$ cat config.mk
export PLATFORM = sky130hd
export DESIGN_NAME = uart_id_responder
export DESIGN_NICKNAME = d
export VERILOG_FILES = /design/src/rtl/uart_id_responder.sv
export SDC_FILE = /design/constraint.sdc
export NUM_CORES = 1
export LEC_CHECK = 0
export BUFFER_PORTS_ARGS = -buffer_cell sky130_fd_sc_hd__buf_2
export CAP_MARGIN = 20
export CELL_PAD_IN_SITES_DETAIL_PLACEMENT = 1
export CELL_PAD_IN_SITES_GLOBAL_PLACEMENT = 2
export CORE_ASPECT_RATIO = 0.6
export CORE_UTILIZATION = 36
export CTS_BUF_LIST = sky130_fd_sc_hd__clkbuf_8
export DETAILED_ROUTE_END_ITERATION = 10
export HOLD_SLACK_MARGIN = 0.1
export PLACE_DENSITY_LB_ADDON = 0.1
export SETUP_SLACK_MARGIN = 0.4
export SYNTH_ARGS = -nofsm -noshare
export SYNTH_HDL_FRONTEND = slang
export SYNTH_SLANG_ARGS = --single-unit
$ cat constraint.sdc
create_clock -name CLK -period 1.7 [get_ports CLK]
set_clock_uncertainty 0.1 [all_clocks]
set_input_delay 0.34 -clock CLK [delete_from_list [all_inputs] [get_ports CLK]]
set_output_delay 0.34 -clock CLK [all_outputs]
set_load 0.01 [all_outputs]
$ cat src/rtl/uart_id_responder.sv
// uart_id_responder: answers a UART '?' query with the board ID as a hex digit plus CR LF
module uart_id_responder #(
    parameter int         CLKS_PER_BIT = 104,
    parameter logic [7:0] QUERY_CHAR   = 8'h3F
) (
    input  logic       CLK,
    input  logic       RST,
    input  logic       UART_RX,
    input  logic [3:0] BOARD_ID,
    output logic       UART_TX,
    output logic       BUSY,
    output logic       RX_ERR,
    output logic       RX_DROP
);
    localparam int CW = $clog2(CLKS_PER_BIT);
    localparam logic [CW-1:0] LAST  = CW'(CLKS_PER_BIT - 1);
    localparam logic [CW-1:0] HLAST = CW'(CLKS_PER_BIT / 2 - 1);

    typedef enum logic [1:0] {R_IDLE, R_START, R_DATA, R_STOP} rx_state_t;
    typedef enum logic [1:0] {T_IDLE, T_START, T_DATA, T_STOP} tx_state_t;

    logic            rx_s1, rxs;
    rx_state_t       r, r_n;
    logic [CW-1:0]   rc, rc_n;
    logic [2:0]      rb, rb_n;
    logic [7:0]      rx_byte, rx_byte_n;
    logic            rx_valid, rx_valid_n, rx_err_n;
    tx_state_t       t, t_n;
    logic [CW-1:0]   tc, tc_n;
    logic [3:0]      tb, tb_n;
    logic [1:0]      ti, ti_n;
    logic [3:0]      id, id_n;
    logic            tx_n, drop_n, query;
    logic [7:0]      hex, cur;

    assign BUSY  = t != T_IDLE;
    assign query = rx_valid && rx_byte == QUERY_CHAR;
    assign hex   = id < 4'd10 ? 8'h30 + {4'h0, id} : 8'h37 + {4'h0, id};
    assign cur   = ti == 2'd0 ? hex : ti == 2'd1 ? 8'h0D : 8'h0A;

    // RX next state: mid-bit sampling of the synchronized line
    always_comb begin
        r_n        = r;
        rc_n       = rc == LAST ? '0 : rc + 1'b1;
        rb_n       = rb;
        rx_byte_n  = rx_byte;
        rx_valid_n = 1'b0;
        rx_err_n   = 1'b0;
        case (r)
            R_IDLE: begin
                rc_n = '0;
                rb_n = '0;
                if (!rxs) r_n = R_START;
            end
            R_START: if (rc == HLAST) begin
                rc_n = '0;
                r_n  = rxs ? R_IDLE : R_DATA;
            end
            R_DATA: if (rc == LAST) begin
                rx_byte_n = {rxs, rx_byte[7:1]};
                rb_n      = rb + 1'b1;
                if (rb == 3'd7) r_n = R_STOP;
            end
            default: if (rc == LAST) begin
                r_n        = R_IDLE;
                rx_valid_n = rxs;
                rx_err_n   = !rxs;
            end
        endcase
    end

    // TX next state: three back-to-back 8N1 frames from the latched ID
    always_comb begin
        t_n    = t;
        tc_n   = tc == LAST ? '0 : tc + 1'b1;
        tb_n   = tb;
        ti_n   = ti;
        id_n   = id;
        tx_n   = UART_TX;
        drop_n = query && BUSY;
        case (t)
            T_IDLE: begin
                tc_n = '0;
                tb_n = '0;
                ti_n = '0;
                if (query) begin
                    id_n = BOARD_ID;
                    t_n  = T_START;
                    tx_n = 1'b0;
                end
            end
            T_START: if (tc == LAST) begin
                t_n  = T_DATA;
                tb_n = 4'd1;
                tx_n = cur[0];
            end
            T_DATA: if (tc == LAST) begin
                tb_n = tb + 1'b1;
                t_n  = tb == 4'd8 ? T_STOP : T_DATA;
                tx_n = tb == 4'd8 ? 1'b1 : cur[tb[2:0]];
            end
            default: if (tc == LAST) begin
                tb_n = '0;
                ti_n = ti == 2'd2 ? ti : ti + 1'b1;
                t_n  = ti == 2'd2 ? T_IDLE : T_START;
                tx_n = ti == 2'd2;
            end
        endcase
    end

    // state registers, synchronizer and registered outputs
    always_ff @(posedge CLK) begin
        if (RST) begin
            rx_s1    <= 1'b1;
            rxs      <= 1'b1;
            r        <= R_IDLE;
            rc       <= '0;
            rb       <= '0;
            rx_byte  <= '0;
            rx_valid <= 1'b0;
            RX_ERR   <= 1'b0;
            t        <= T_IDLE;
            tc       <= '0;
            tb       <= '0;
            ti       <= '0;
            id       <= '0;
            UART_TX  <= 1'b1;
            RX_DROP  <= 1'b0;
        end else begin
            rx_s1    <= UART_RX;
            rxs      <= rx_s1;
            r        <= r_n;
            rc       <= rc_n;
            rb       <= rb_n;
            rx_byte  <= rx_byte_n;
            rx_valid <= rx_valid_n;
            RX_ERR   <= rx_err_n;
            t        <= t_n;
            tc       <= tc_n;
            tb       <= tb_n;
            ti       <= ti_n;
            id       <= id_n;
            UART_TX  <= tx_n;
            RX_DROP  <= drop_n;
        end
    end
endmodule
==> results.cfg <==
[detailed_routing]
route.vias.total = 1943
drtIter0Drc = 47
post_drt_via_cell_ratio = 5.021
post_drt_wl_per_cell_um = 15.43
antenna_violating_nets_post_route = 0
wl_um = 5972
drc_errors_left = 0
drt_pass1_iterations = 4

[hold_path]
min-delay-path-class = in -> reg

[synth]
mappedNetlistArea_um2 = 2262
synth_seq_area_share_pct = 39.82
synth_top_flop_cell = dfxtp_1
synth_warnings = 0
synth_cell_type_count = 50
async_reset_ff_share_pct = 0
synth-edff-count = 0
syn_area_per_cell_um2 = 9.122
synth.net_count = 269
postSynthRegisterBits = 45
synthCells = 248

[timing]
tightest_slew_ns = 0.5425
hold_ws_ns = 0.1173
slew_viol_final = 0
post-route-period-util_pct = 103.6
worst_slack_ns = -0.06060
report.final.setup_viol = 10
final_period_minus_worst_setup_slack_ns = 1.761
fmaxAchievable_mhz = 568.0
grt_setup_unrepaired = yes
worst_slew_margin_rel_pct = 63.83
final_hold_viol_count = 0

[global_routing]
grt_usage_pct = 19.77
number_of_global_route_vias_before_repair = 2068
grt_start_max_net_pins = 25
wire_length_of_the_first_global_routing_pass_um = 10220
total_congestion_overflow = 0
grt_antenna_before_repair = 0

[finish]
postLayoutCoreUtil_pct = 55.68
area.sequential_um2 = 929.6
n_fill_cell = 649
finish.net_count = 328
layout-drive-gt1-share_pct = 48.21
multi_input_area_um2 = 1577
diodes = 0
syn2layout_area_growth_pct = 42.92

[clock_network]
h_tree_levels = 2
cts_num_sinks = 45
ctsHoldBuffers = 0
cts_tree = done
cts-buffers-inserted = 5
cts-root-to-sink-buffers = 2
clock_latency_ns = 0.31
clock_tree.root_cell = clkbuf_8
worst_setup_hold_path_clk_slew_ns = 0.08

[floorplan]
die_area_um2 = 6615
core_um2 = 5807
num_io_pins = 11
die_width_um = 104.3
dieHeight_um = 63.40
initial_core_utilization_pct = 38.96
fp-row-count = 21

[pwr]
pwr_density_cell_nw_per_um2 = 689.5
vdd_ir_drop_max_mv = 0.3890
p_leak_nw = 1.256

[critical_path]
crit_arrival_ns = 1.91
timing.critical_path.fanout_max = 4
cp.required_ns = 1.85
crit_path_start_kind = register
critPathCaptureType = register
setup.worst_path.class = reg -> reg

[placement]
dp_slack_ns = -0.09586
gp_congestion = 0.7453
port_buffers = 10
detailedPlacementHpwl_um = 4207

[status]
outcome = finished with violations
violations = setup timing

[job]
max_capacitance_violation_count = 0
[cell usage after synthesis (2+ instances only)]
cell,number,area share (%)
o211ai_1,2,0.66
buf_6,2,1.0
nand3_1,6,1.3
nor4_1,2,0.55
xnor2_1,4,1.5
or2_2,3,0.83
dfxtp_1,45,40
or3_1,3,0.83
a2111oi_0,2,0.77
clkbuf_1,4,0.66
o21ai_1,2,0.44
nand2_1,14,2.3
nor2_1,37,6.1
nor4b_1,2,0.77
or4b_1,2,0.88
mux2i_1,15,6.6
o21ai_0,9,2.0
a21oi_1,15,3.3
and3_1,3,0.83
and4b_1,3,1.3
nor2b_1,2,0.55
nor3_1,6,1.3
inv_1,14,2.3
nand2b_1,5,1.4
a22oi_1,2,0.66
a21boi_0,2,0.66
ha_1,14,7.7
nor3b_1,3,1.0
xor2_1,4,1.5
[timing repair]
| action | CTS | global route |
|---|---|---|
| pin swaps | 12 | 18 |
| setup endpoints to repair | 41 | 42 |
| setup buffers | 12 | 4 |
| resized for setup | 49 | 33 |
| cloned | 0 | 0 |
[through the flow]
step | instance area [um2] | setup TNS, ns | std cells | total power [W]
after global placement | 2738 | -0.09751 | 364 | 0.001438
after CTS | 3084 | -0.2664 | 383 | 0.002223
after detailed placement | 2738 | -0.5651 | 364 | 0.001450
after floorplan | 2394 | -0.06866 | 248 | 0.001344
after global routing | 3233 | -1.932 | 387 | 0.002335
final | 3233 | -0.2531 | 387 | 0.002229
[path summary, 6_finish.rpt]
check              startpoint           endpoint  slack, ns  depth (start not counted)
max          rc[1]$_SDFF_PP0_  r[0]$_SDFFE_PP0P_      -0.06                          7
min                   UART_RX   rx_s1$_SDFF_PP1_       0.12                          2
max reg2reg  rc[1]$_SDFF_PP0_  r[0]$_SDFFE_PP0P_      -0.06                          7
min reg2reg  rx_s1$_SDFF_PP1_     rxs$_SDFF_PP1_       0.32                          1
[layout make-up]
class,instances,area share (%)
Tap cell,80,3.096
Clock inverter,2,0.3870
Clock buffer,5,2.128
Inverter,14,1.858
Multi-Input combinational cell,181,48.76
Timing Repair Buffer,60,15.02
Sequential cell,45,28.75
[worst max-delay path: stages (launching register included)]
cell and delay [ns]:
dfxtp_2 0.36, ha_4 0.15, nand2_4 0.06, nor4b_4 0.28, buf_4 0.18, nand2_1 0.04, mux4_2 0.45, nor2_1 0.09
[layout by cell type, fill, tap and decap left out, drive strengths merged, types with 3 or more instances in the layout]
cell,n
a21oi,15
and3,4
and4b,3
buf,60
clkbuf,5
dfxtp,45
ha,14
inv,15
mux2i,15
nand2,14
nand2b,7
nand3,7
nor2,37
nor3,6
nor3b,3
nor4b,3
o21ai,11
or2,3
or3,4
xnor2,4
xor2,4
[where the power goes]
group	internal, W	switching (W)
sequential	0.00108	0.0000207
combinational	0.000235	0.000243
clock	0.000279	0.000375
total	0.00159	0.000639
[state kept, by name, summed over array words and instances, names as in the netlist]
register and count:
RX_DROP 1, RX_ERR 1, UART_TX 1, id 4, r 2, rb 3
rc 7, rx_byte 8, rx_s1 1, rx_valid 1, rxs 1, t 2
tb 4, tc 7, ti 2
[cells by family (layout without fill, tap and decap cells)]
| group | Yosys count | count (layout) | synth area share (%) |
|---|---|---|---|
| XOR/XNOR | 8 | 8 | 3.097 |
| buffers and inverters | 22 | 81 | 4.922 |
| multiplexers | 16 | 16 | 7.632 |
| adder cells (fa/ha/maj) | 14 | 14 | 7.743 |
| AO/OA/AOI/OAI | 41 | 41 | 11.73 |
| flip-flops | 45 | 45 | 39.82 |
| AND/OR/NAND/NOR | 102 | 102 | 25.06 |
[per-layer routing]
metal / part of all wire (%) / global-route usage [%]
met2: 43 / 30.63
met3: 2.4 / 4.141
met5: 0 / 0
met4: 0.99 / 5.357
met1: 53 / 27.75
No activity file was read; power rests on OpenSTA's default activity.
